$ cat src/rtl/tile_game_sequencer.sv
// Piano-tiles game controller: game FSM, tile step divider, PS/2 key judging, score and lives.
// Optional build macro TILE_LIVES_EN gives three lives per game; without it one miss ends the game.
module tile_game_sequencer #(
  parameter int STEP_CYCLES = 22_222_223,
  parameter int SONG_LEN    = 74,
  parameter int COUNT_STEPS = 3,
  parameter int SCORE_W     = 10
) (
  input  logic               CLOCK_50,
  input  logic               reset,
  input  logic [7:0]         received_data,
  input  logic               received_data_en,
  input  logic [7:0]         song_key,
  output logic [6:0]         song_addr,
  output logic               step,
  output logic [2:0]         state,
  output logic [SCORE_W-1:0] score,
  output logic [1:0]         lives,
  output logic               hit
);

  localparam int DIV_W = (STEP_CYCLES > 1) ? $clog2(STEP_CYCLES) : 1;
  localparam int CNT_W = $clog2(COUNT_STEPS + 1);

  localparam logic [7:0] K_SPACE = 8'h29, K_A = 8'h1c, K_S = 8'h1b, K_D = 8'h23, K_F = 8'h2b;
  localparam logic [7:0] K_EMPTY = 8'h05, K_BREAK = 8'hf0, K_EXT = 8'he0;

`ifdef TILE_LIVES_EN
  localparam logic [1:0] LIVES_INIT = 2'd3;
`else
  localparam logic [1:0] LIVES_INIT = 2'd1;
`endif

  typedef enum logic [2:0] {
    S_IDLE = 3'd0, S_COUNTDOWN = 3'd1, S_PLAY = 3'd2, S_GAMEOVER = 3'd3, S_WIN = 3'd4
  } state_t;

  state_t             state_q, state_n;
  logic [DIV_W-1:0]   div, div_n;
  logic [CNT_W-1:0]   cnt, cnt_n;
  logic               break_pending, break_pending_n;
  logic               step_n, hit_n, hit_mid, miss;
  logic [6:0]         addr_n;
  logic [SCORE_W-1:0] score_n;
  logic [1:0]         lives_n;
  logic               make, lane_key, space_key, run, run_n, last_tile, last_count;

  assign state      = state_q;
  assign last_tile  = (song_addr == 7'(SONG_LEN - 1));
  assign last_count = (cnt == CNT_W'(COUNT_STEPS - 1));

  // Byte after a BREAK is the released key and is discarded; EXT prefixes never disturb this.
  always_comb begin
    make            = received_data_en && (received_data != K_EXT) &&
                      (received_data != K_BREAK) && !break_pending;
    break_pending_n = break_pending;
    if (received_data_en && (received_data != K_EXT))
      break_pending_n = break_pending ? 1'b0 : (received_data == K_BREAK);
    lane_key  = make && ((received_data == K_A) || (received_data == K_S) ||
                         (received_data == K_D) || (received_data == K_F));
    space_key = make && (received_data == K_SPACE);
  end

  always_ff @(posedge CLOCK_50) begin
    if (!reset) begin
      state_q       <= S_IDLE;
      div           <= '0;
      cnt           <= '0;
      break_pending <= 1'b0;
      step          <= 1'b0;
      hit           <= 1'b0;
      song_addr     <= '0;
      score         <= '0;
      lives         <= LIVES_INIT;
    end else begin
      state_q       <= state_n;
      div           <= div_n;
      cnt           <= cnt_n;
      break_pending <= break_pending_n;
      step          <= step_n;
      hit           <= hit_n;
      song_addr     <= addr_n;
      score         <= score_n;
      lives         <= lives_n;
    end
  end

  always_comb begin
    state_n = state_q;
    case (state_q)
      S_IDLE:      if (space_key) state_n = S_COUNTDOWN;
      S_COUNTDOWN: if (step && last_count) state_n = S_PLAY;
      S_PLAY: begin
        if (miss && (lives == 2'd1)) state_n = S_GAMEOVER;
        else if (step && last_tile)  state_n = S_WIN;
      end
      S_GAMEOVER, S_WIN: if (space_key) state_n = S_IDLE;
      default:     state_n = S_IDLE;
    endcase
  end

  always_comb begin
    hit_mid = hit;
    miss    = 1'b0;
    hit_n   = hit;
    addr_n  = song_addr;
    score_n = score;
    lives_n = lives;
    cnt_n   = cnt;
    case (state_q)
      S_IDLE: if (space_key) begin
        score_n = '0;
        lives_n = LIVES_INIT;
        addr_n  = '0;
        cnt_n   = '0;
        hit_n   = 1'b0;
      end
      S_COUNTDOWN: if (step) begin
        if (last_count) begin
          addr_n = '0;
          hit_n  = 1'b0;
        end else begin
          cnt_n = cnt + CNT_W'(1);
        end
      end
      S_PLAY: begin
        // Key is judged first so a hit landing on the step tick saves the tile.
        if (lane_key) begin
          if ((received_data == song_key) && (song_key != K_EMPTY) && !hit) begin
            hit_mid = 1'b1;
            if (score != '1) score_n = score + SCORE_W'(1);
          end else begin
            miss = 1'b1;
          end
        end
        hit_n = hit_mid;
        if (step) begin
          if ((song_key != K_EMPTY) && !hit_mid) miss = 1'b1;
          hit_n = 1'b0;
          if (!last_tile) addr_n = song_addr + 7'd1;
        end
        if (miss) lives_n = lives - 2'd1;
      end
      S_GAMEOVER, S_WIN: if (space_key) begin
        score_n = '0;
        addr_n  = '0;
        hit_n   = 1'b0;
      end
      default: ;
    endcase
  end

  // Divider and its registered step pulse advance together, so step marks count == STEP_CYCLES-1.
  always_comb begin
    run    = (state_q == S_COUNTDOWN) || (state_q == S_PLAY);
    run_n  = (state_n == S_COUNTDOWN) || (state_n == S_PLAY);
    div_n  = '0;
    if (run && run_n && (div != DIV_W'(STEP_CYCLES - 1))) div_n = div + DIV_W'(1);
    step_n = run_n && (div_n == DIV_W'(STEP_CYCLES - 1));
  end

endmodule

$ cat config.mk
export PLATFORM = sky130hd
export DESIGN_NAME = tile_game_sequencer
export DESIGN_NICKNAME = d
export VERILOG_FILES = /design/src/rtl/tile_game_sequencer.sv
export SDC_FILE = /design/constraint.sdc
export NUM_CORES = 1
export LEC_CHECK = 0
export CORE_ASPECT_RATIO = 0.6
export CORE_MARGIN = 2
export CORE_UTILIZATION = 45
export CTS_CLUSTER_SIZE = 40
export DETAILED_ROUTE_END_ITERATION = 16
export GPL_ROUTABILITY_DRIVEN = 0
export PLACE_DENSITY = 0.79
export SLEW_MARGIN = 20
export SYNTH_ARGS = -nofsm -noshare
export SYNTH_HDL_FRONTEND = slang
export SYNTH_SLANG_ARGS = --single-unit
$ cat constraint.sdc
create_clock -name CLOCK_50 -period 2.6 [get_ports CLOCK_50]
set_input_delay 0.52 -clock CLOCK_50 [delete_from_list [all_inputs] [get_ports CLOCK_50]]
set_output_delay 0.52 -clock CLOCK_50 [all_outputs]
set_load 0.01 [all_outputs]
==> impl_metrics.yaml <==
grt:
  antenna_violations_before_repair: 0
  grt_overflow_total: 0
  first_global_vias: 2861
  grt_pass1_wl_mm: 13.9
  grt_start_max_net_pins: 26
  global_route.usage.total_pct: 21.4
routing:
  drc: 0
  post_drt_wl_per_cell_um: 15.7
  drt_iter0_markers: 258
  detail_route.wirelength_mm: 8.82
  viasPerCell: 5.64
  num_vias: 3172
  first_pass_iters: 5
  final_antenna_net_count: 0
clock_tree:
  htree_num_levels: 2
  clock_tree.root_cell: "sky130_fd_sc_hd__clkbuf_16"
  clkSinkCount: 52
  cts_max_path_buffers: 2
  clock_slew_at_the_register_clock_pins_of_the_worst_setup_and_hold_paths_ps: 70
  cts.hold.buffers_added: 0
  number_of_buffers_created_by_cts: 5
  tritoncts: "yes"
  postCtsSetupBuffers: 0
  insertion_delay_ps: 290
power:
  power.density_cell_area_mw_per_mm2: 378
  power_leakage_uw: 0.00157
  worst_ir_drop_vdd_mv: 0.293
sta:
  final.min_clock_period_ps: 2580
  finalSetupViolCount: 0
  hold_fails_final_rpt: 0
  grt_setup_unrepaired: "true"
  finalSetupTns_ps: 0
  final-max-slew-violation-count: 0
  clock.fmax_mhz: 388
  timing.final.crit_share_pct: 99.1
  max_slew_margin_pct: 66.4
  worst_clock_skew_ps: 4.84
  worstMarginPinSlew_ps: 499
synthesis:
  syn-instance-count: 390
  mapped_cell_area_mm2: 0.00320
  synth-async-reset-ratio_pct: 0
  yosysWarningCount: 0
  syn_avg_cell_area_um2: 8.20
  synth.distinct_cells: 71
  ys_seq_elements: 52
  mappedNetlistNets: 416
  number_of_flops_mapped_to_enable_cells_by_yosys: 0
  synth_ff_type: "sky130_fd_sc_hd__dfxtp_1"
  yosysSeqAreaShare_pct: 32.6
layout:
  util_after_layout_pct: 63.9
  fillerInstances: 541
  fin_nets: 500
  synthToLayoutAreaGrowth_pct: 35.2
  final_common_cell: "sky130_fd_sc_hd__nor2_1"
  most-common-layout-cells: "sky130_fd_sc_hd__nor2_1, sky130_fd_sc_hd__dfxtp_1, sky130_fd_sc_hd__buf_4"
  antennaDiodeCount: 0
  post_route_cells_drive_above_1_share_pct: 19.4
die:
  design.core.area_mm2: 0.00676
  total_die_area_mm2: 0.00782
  chipHeight_um: 69.3
  die_w_um: 113
  floorplan.initialDensity_pct: 47.3
  placementRows: 23
  io-pin-count: 43
worst_setup_path:
  rr_worst_depth: 9
  critical_path_peak_fanout: 12
  timing.critical_path.from_type: "input pin"
  timing.critical_path.from: "received_data[2]"
  ws_path_type: "in2reg"
  worst_ep_required_time_ps: 2780
  worstReg2RegStart: "div[0]$_SDFF_PN0_"
  end_kind: "register"
  crit-reg2reg-capture: "step$_SDFF_PN0_"
  r2r_setup_slack_ps: 90
  cp_data_arrival_time_ps: 2760
min_path:
  timing.hold.worst_endpoint: "cnt[1]$_SDFFE_PN0P_"
  min_path_type: "reg2reg"
  hp_start: "cnt[1]$_SDFFE_PN0P_"
  worstHoldPathCells: 2
run_status:
  result_of_the_run: "finished, final reports clean"
place:
  place_hpwl_mm: 6.53
  buffer_ports.inserted: 42
flow_run:
  max_cap_violations: 0
-- kinds of logic (layout without fill, tap and decap cells) --
kind of cell,after synthesis,in the layout,synth area share (%)
AO/OA/AOI/OAI,56,56,12.1
XOR/XNOR,43,43,11.8
adder cells (fa/ha/maj),7,7,2.74
buffers and inverters,23,108,3.44
flip-flops,52,52,32.6
multiplexers,4,4,1.29
AND/OR/NAND/NOR,205,205,36.2
-- flip-flops by register name, indices dropped and copies added (netlist names) --
name           count
break_pending      1
cnt                2
div               25
hit                1
lives              2
score             10
song_addr          7
state              3
step               1
-- cells in the mapped netlist (all sizes together), types with 2 or more instances --
| cell type | number | area [um2] |
|---|---|---|
| and2 | 2 | 12.5 |
| buf | 12 | 68.8 |
| nor4bb | 4 | 40.0 |
| clkbuf | 3 | 11.3 |
| xor2 | 25 | 219 |
| nand3 | 21 | 128 |
| and4b | 2 | 20.0 |
| o21a | 4 | 30.0 |
| mux2i | 3 | 30.0 |
| nor4 | 6 | 58.8 |
| a31oi | 3 | 18.8 |
| nor2b | 2 | 12.5 |
| nand2b | 6 | 37.5 |
| o211a | 2 | 20.0 |
| and4 | 2 | 20.0 |
| a32oi | 3 | 26.3 |
| xnor2 | 18 | 158 |
| nor3 | 14 | 75.1 |
| a211oi | 3 | 22.5 |
| or3 | 6 | 37.5 |
| dfxtp | 52 | 1040 |
| and3 | 13 | 86.3 |
| a21oi | 12 | 60.1 |
| o21ai | 14 | 73.8 |
| o31ai | 3 | 22.5 |
| or2 | 3 | 18.8 |
| inv | 8 | 30.0 |
| nand4 | 15 | 115 |
| nand2 | 30 | 113 |
| nor4b | 5 | 50.0 |
| nor3b | 2 | 15.0 |
| ha | 7 | 87.6 |
| nor2 | 65 | 254 |
-- metal layers --
metal  global-route usage [%]  vias to the layer above  wire, um
li1                         -                     1568         -
met1                     32.2                     1472      4410
met2                     31.5                      126      3710
met3                     4.72                        6       638
met4                     4.07                        0        63
met5                        0                        -         0
-- layout make-up --
type / count / area (um2) / area share (%)
multi-input combinational: 315 / 2150 / 49.7
timing repair buffer: 92 / 825 / 19.1
clock inverter: 2 / 35.0 / 0.810
tap: 87 / 109 / 2.52
inverter: 8 / 30.0 / 0.694
sequential: 52 / 1050 / 24.2
clock buffer: 6 / 129 / 2.98
-- where the power goes --
group | switching [uW] | internal (uW) | total [uW]
clock | 283 | 453 | 736
sequential | 0.312 | 795 | 796
combinational | 46.6 | 57.8 | 104
-- worst max path at each step --
stage | to | slack (ps) | depth (start not counted)
after global placement | song_addr[5]$_SDFFE_PN0P_ | -250 | 11
after CTS | step$_SDFF_PN0_ | 20 | 9
final | div[5]$_SDFF_PN0_ | 20 | 10
after floorplan | step$_SDFF_PN0_ | 150 | 9
after global routing | lives[1]$_SDFFE_PN0P_ | -60 | 11
after detailed placement | lives[1]$_SDFFE_PN0P_ | -390 | 10
-- stage by stage --
step	cells	setup slack [ps]	total power [uW]	instance area (um2)	hold slack, ps
2_1_floorplan	390	149	842	3200	467
3_3_place_gp	553	-251	908	4030	486
3_5_place_dp	553	-394	911	4030	509
4_1_cts	561	23.5	1630	4200	526
5_1_grt	562	-55.1	1680	4320	546
6_report	562	22.9	1640	4320	532
-- repair_timing --
item | 4_1_cts | 5_1_grt
cloned | 0 | 1
pin swaps | 0 | 6
gates resized for setup | 6 | 17
endpoints found under the setup margin | 13 | 43
-- worst max-delay path, stage by stage --
cell	delay, ps
sky130_fd_sc_hd__clkdlybuf4s50_1	410
sky130_fd_sc_hd__or4b_1	560
sky130_fd_sc_hd__buf_4	160
sky130_fd_sc_hd__nor2_1	140
sky130_fd_sc_hd__or3_1	160
sky130_fd_sc_hd__o31ai_2	70
sky130_fd_sc_hd__o211a_1	240
sky130_fd_sc_hd__o21ai_4	220
sky130_fd_sc_hd__clkbuf_16	220
sky130_fd_sc_hd__nor2_1	50
No activity file was read; power rests on OpenSTA's default activity.
